==> config.mk <==
export PLATFORM = sky130hd
export DESIGN_NAME = sat_counter
export DESIGN_NICKNAME = d
export VERILOG_FILES = /design/src/rtl/sat_counter.sv
export SDC_FILE = /design/constraint.sdc
export NUM_CORES = 1
export LEC_CHECK = 0
export CAP_MARGIN = 10
export CORE_MARGIN = 2
export CORE_UTILIZATION = 49
export CTS_CLUSTER_DIAMETER = 80
export DETAILED_ROUTE_END_ITERATION = 10
export PLACE_DENSITY = 0.81
export SLEW_MARGIN = 30
export SYNTH_ARGS = -nofsm -noshare
export SYNTH_HDL_FRONTEND = slang
export SYNTH_SLANG_ARGS = --single-unit
==> constraint.sdc <==
create_clock -name clk_ik -period 3.05 [get_ports clk_ik]
set_input_delay 0.4575 -clock clk_ik [delete_from_list [all_inputs] [get_ports clk_ik]]
set_output_delay 0.4575 -clock clk_ik [all_outputs]
set_load 0.01 [all_outputs]
==> src/rtl/sat_counter.sv <==
// Saturating statistics counter; clear wins over increment but keeps a same-cycle hit as 1.
// One-cycle update latency; no backpressure, counts every qualified inc_i.
module sat_counter #(
    parameter int W = 32
) (
    input  logic         clk_ik,
    input  logic         rstn_ir,
    input  logic         clr_i,
    input  logic         inc_i,
    output logic [W-1:0] cnt_o
);

    always_ff @(posedge clk_ik or negedge rstn_ir) begin
        if (!rstn_ir) begin
            cnt_o <= '0;
        end else if (clr_i) begin
            cnt_o <= inc_i ? W'(1) : '0;
        end else if (inc_i && (cnt_o != {W{1'b1}})) begin
            cnt_o <= cnt_o + W'(1);
        end
    end

endmodule

After elaboration in Yosys (flattened, before gate mapping)
Cells that the tools add are included.
{ "word_totals": {"out_inout_bits": 32, "wordCells": 8, "in_bits": 4, "reg_bits": 32} }
{ "classes": {"n_mux": 3, "reduce_logical": 2, "eq_ne": 1, "add_sub_neg": 1} }
{ "ops": {"columns": ["op", "count"], "rows": [
  ["32-bit 2-to-1 mux", 2],
  ["32-bit by 1-bit adder with 32-bit output (second input constant)", 1],
  ["32-bit != test (second input constant)", 1],
  ["2-bit nonzero test", 1],
  ["1-bit logical AND", 1],
  ["1-bit 2-to-1 mux", 1]
]} }

Depth between registers and ports, before layout
{ "depth": {"word_depth": 4, "depth_mapped": 7, "depth_no_buf": 6} }

Least setup slack after synthesis
No wires, ideal clock.
{ "synth_timing": {"kind": "flip-flop to flip-flop", "start": "register cnt_o[15]", "end": "register cnt_o[28]", "n_path_buf": 1, "setup_time_ns": 0.078, "path_slack_ns": 0.733, "required_time_ns": 2.972, "arrival_ns": 2.239, "synth_period_minus_slack_ns": 2.317, "path_stages_with_launch": 7, "cell_sequence": "dfrtp_1 > nand4_2 > or4_4 > buf_6 > or4_4 > or3_1 > a21oi_1"} }
{ "synth_between": {"elab_chain_len": 3, "word_cells_on_any_way": 6, "classes_between": "1 x add/sub; 1 x eq/ne; 2 x mux; 2 x reduce/logical"} }
{ "synth_lines": {"columns": ["element", "line_no", "source"], "rows": [
  ["from (decl)", "10", "output logic [W-1:0] cnt_o"],
  ["from (signal assigned)", "17", "cnt_o <= inc_i ? W'(1) : '0;"],
  ["from (signal assigned)", "19", "cnt_o <= cnt_o + W'(1);"],
  ["32-bit by 1-bit adder with 32-bit output / 32-bit != test (equally long branches)", "19, 18", null],
  ["32-bit 2-to-1 mux / 1-bit logical AND (equally long branches)", "18", "end else if (inc_i && (cnt_o != {W{1'b1}})) begin"],
  ["32-bit 2-to-1 mux / 2-bit nonzero test (equally long branches)", null, null]
]} }
Parallel ways exist; a longest one is shown, timed or not. The select of a mux whose other input is x is not followed.
A chain may end at the register's enable or synchronous reset.

Worst setup path after layout
{ "layout_timing": {"start": "register cnt_o[20]", "end": "register cnt_o[30]"} }
Same word-level chain as after synthesis.

==> impl_metrics.py <==
metrics = {
    "layout": {
        "fill_cells": 283,
        "final_cell_area_um2": 2251,
        "diodes": 0,
        "synthToLayoutAreaGrowth_pct": 28.78,
        "top_register": "cnt_o",
        "largest_reg_flops": 32,
        "top_regs": "cnt_o: 32 flops",
        "drive_gt1_share_pct": 7.660,
        "layout.nets": 239,
        "postLayoutCoreUtil_pct": 66.41,
        "stdcell_count": 281,
    },
    "routing": {
        "route.detailed.drc": 0,
        "vias": 1673,
        "drtPass1Iterations": 4,
        "via_per_inst": 5.954,
        "wl_per_cell_um": 14.41,
        "drtAntennaViolNets": 0,
        "drt_iter0_drc": 124,
        "drt-total-wl_um": 4050,
    },
    "clocking": {
        "clk_pin_slew_ns": 0.10,
        "cts_root_buffer": "clkbuf_4",
        "numCtsBuffers": 5,
        "postCtsHoldBufs": 0,
        "cts_htree_levels": 2,
        "cts_tree": "done",
        "max-clock-path-buffers": 2,
        "clock_latency_ns": 0.35,
        "cts_resized": 0,
        "post_cts_buffers": 0,
        "clock_sinks": 32,
    },
    "synthesis": {
        "yosys.area_share.simple_pct": 28.49,
        "synthArstFlopShare_pct": 100.0,
        "synth_top_family_by_area": "simple AND/OR/NAND/NOR gates",
        "synth_edf_count": 0,
        "synth_area_leader_cell": "dfrtp_1",
        "synth_nets": 200,
        "synthesis.area_um2": 1748,
        "synthMuxAreaShare_pct": 0.5727,
        "synth_compound_area_share_pct": 17.75,
        "synth_top_area_share_pct": 45.81,
        "avgSynthCellArea_um2": 8.964,
        "yosysSeqAreaShare_pct": 45.81,
        "synthCells": 195,
        "synthAdderAreaFrac_pct": 0.7158,
        "synth_flop_cell": "dfrtp_1",
        "post_synth_num_cell_types": 30,
        "synth-xor-area-share_pct": 3.006,
        "synth_seq_cells": 32,
        "synth.yosys.warnings": 0,
        "synth_area_leaders": "dfrtp_1, or3_1, a21oi_1",
    },
    "job": {
        "drv_cap": 0,
    },
    "timing": {
        "finalSetupTns_ns": 0,
        "setup_viol": 0,
        "final.period_utilization_pct": 77.67,
        "rsz0062_at_grt": "no",
        "fin_skew_ns": 0.008961,
        "maxSlewHeadroom_pct": 51.25,
        "period_needed_ns": 2.369,
        "fmaxAchievable_mhz": 422.1,
        "tightest_slew_ns": 0.7289,
        "final.setup.worst_slack_ns": 0.6810,
        "hold_viol": 0,
        "drv_slew": 0,
        "timing.hold.ws_ns": 0.5050,
    },
    "place": {
        "portBuffers": 35,
        "post_dp_cell_area_um2": 2156,
        "dpl.hpwl_um": 2827,
        "gp_congestion": 0.8095,
        "dp.cells": 273,
        "dp_slack_ns": 0.5994,
    },
    "worst_setup_path": {
        "cp_max_fo": 7,
        "rr_startpoint": "cnt_o[20]$_DFFE_PN0P_",
        "rr_endpoint": "cnt_o[30]$_DFFE_PN0P_",
        "reg2regPathDepth": 5,
        "crit_arrival_ns": 2.64,
        "crit_start": "cnt_o[20]$_DFFE_PN0P_",
        "reg2reg_setup_slack_ns": 0.68,
        "cp.required_ns": 3.32,
        "start_kind": "register",
        "worstSetupEndpointType": "register",
        "critPathKind": "reg -> reg",
        "crit_path_end": "cnt_o[30]$_DFFE_PN0P_",
    },
    "floorplanning": {
        "ios": 36,
        "die_x_um": 63.73,
        "fp.dieH_um": 63.73,
        "die_area_um2": 4061,
        "initial_core_util_pct": 51.57,
        "fp-row-count": 21,
        "coreArea_um2": 3390,
    },
    "global_routing": {
        "antenna_found_initial": 0,
        "grt_max_degree": 33,
        "grt_pass1_vias": 1576,
        "grt_overflow_total": 0,
        "track_usage_pct": 22.27,
        "grt_pass1_wl_um": 6982,
    },
    "power_and_ir_drop": {
        "power.density_nw_per_um2": 376.3,
        "p_leak_nw": 0.8093,
        "p_total_mw": 0.8471,
        "ir_drop_uv": 318.2,
    },
    "min_path": {
        "min_path_type": "in -> async",
    },
    "outcome": {
        "status": "completed",
    },
}
==> cell usage in the layout (no fill, tap or decap), types with 3 or more instances in the layout <==
cell type / count
and2_1: 3
xnor2_1: 4
nor2_1: 11
nor4_1: 6
or4_1: 6
or3_1: 18
o21ai_0: 18
nand3_1: 11
inv_1: 7
clkbuf_4: 5
and4_1: 4
dfrtp_1: 32
o31ai_1: 7
buf_4: 5
nand2_1: 14
nor3_1: 3
nand4_1: 7
clkdlybuf4s50_1: 35
a21oi_1: 22
==> power breakdown <==
group / total (mW) / switching, mW / internal [mW]
Combinational: 0.0466 / 0.0279 / 0.0187
Clock: 0.367 / 0.149 / 0.218
Sequential: 0.434 / 0.00590 / 0.428
Total: 0.847 / 0.183 / 0.664
==> final cells by class <==
class                           instances  area, um2  share of cell area [%]
Clock buffer                            7      65.06                   2.890
Clock inverter                          1      30.03                   1.334
Inverter                                7      26.28                   1.167
Multi-Input combinational cell        148      883.3                   39.24
Sequential cell                        32      800.8                   35.58
Tap cell                               46      57.56                   2.557
Timing Repair Buffer                   40      387.9                   17.23
==> cells in the mapped netlist, drive strengths merged, types with 2 or more instances <==
cell    instances
nor2           11
clkbuf          7
nand2          14
dfrtp          32
inv             7
nand4           8
nor4            6
nor3            3
xnor2           4
and4            4
a21oi          22
nand3          11
o31ai           7
or3            18
and2            3
xor2            2
or4             8
o21ai          18
==> worst max-delay path: stages, from the launching register on <==
cell and delay, ns:
dfrtp_1 0.46, nand4_1 0.22, or4_4 0.59, or4_4 0.57
or3_1 0.32, a21oi_1 0.14
==> logic make-up (layout without fill, tap and decap cells) <==
logic type	after synthesis	count (layout)
AO/OA/AOI/OAI	53	53
XOR/XNOR	6	6
buffers and inverters	15	55
flip-flops	32	32
adder cells (fa/ha/maj)	1	1
AND/OR/NAND/NOR	87	87
multiplexers	1	1
==> worst min-delay path by stage <==
stage                                     start                    end  slack [ns]  cells past startpoint
after floorplan                         rstn_ir   cnt_o[0]$_DFFE_PN0P_        0.16                      0
after global placement    cnt_o[25]$_DFFE_PN0P_  cnt_o[25]$_DFFE_PN0P_        0.56                      2
after detailed placement  cnt_o[18]$_DFFE_PN0P_  cnt_o[18]$_DFFE_PN0P_        0.58                      2
after CTS                               rstn_ir  cnt_o[25]$_DFFE_PN0P_        0.50                      2
after global routing                    rstn_ir  cnt_o[28]$_DFFE_PN0P_        0.50                      2
final                                   rstn_ir  cnt_o[17]$_DFFE_PN0P_        0.50                      2
==> layer usage <==
layer | routed length (um) | share of wire, % | GRT usage, %
met5 | 0 | 0 | 0
met4 | 55 | 1.4 | 8.424
met3 | 249 | 6.1 | 9.286
met2 | 1974 | 49 | 35.79
met1 | 1770 | 44 | 26.52
Note: power is estimated with default switching activity, not from simulation.
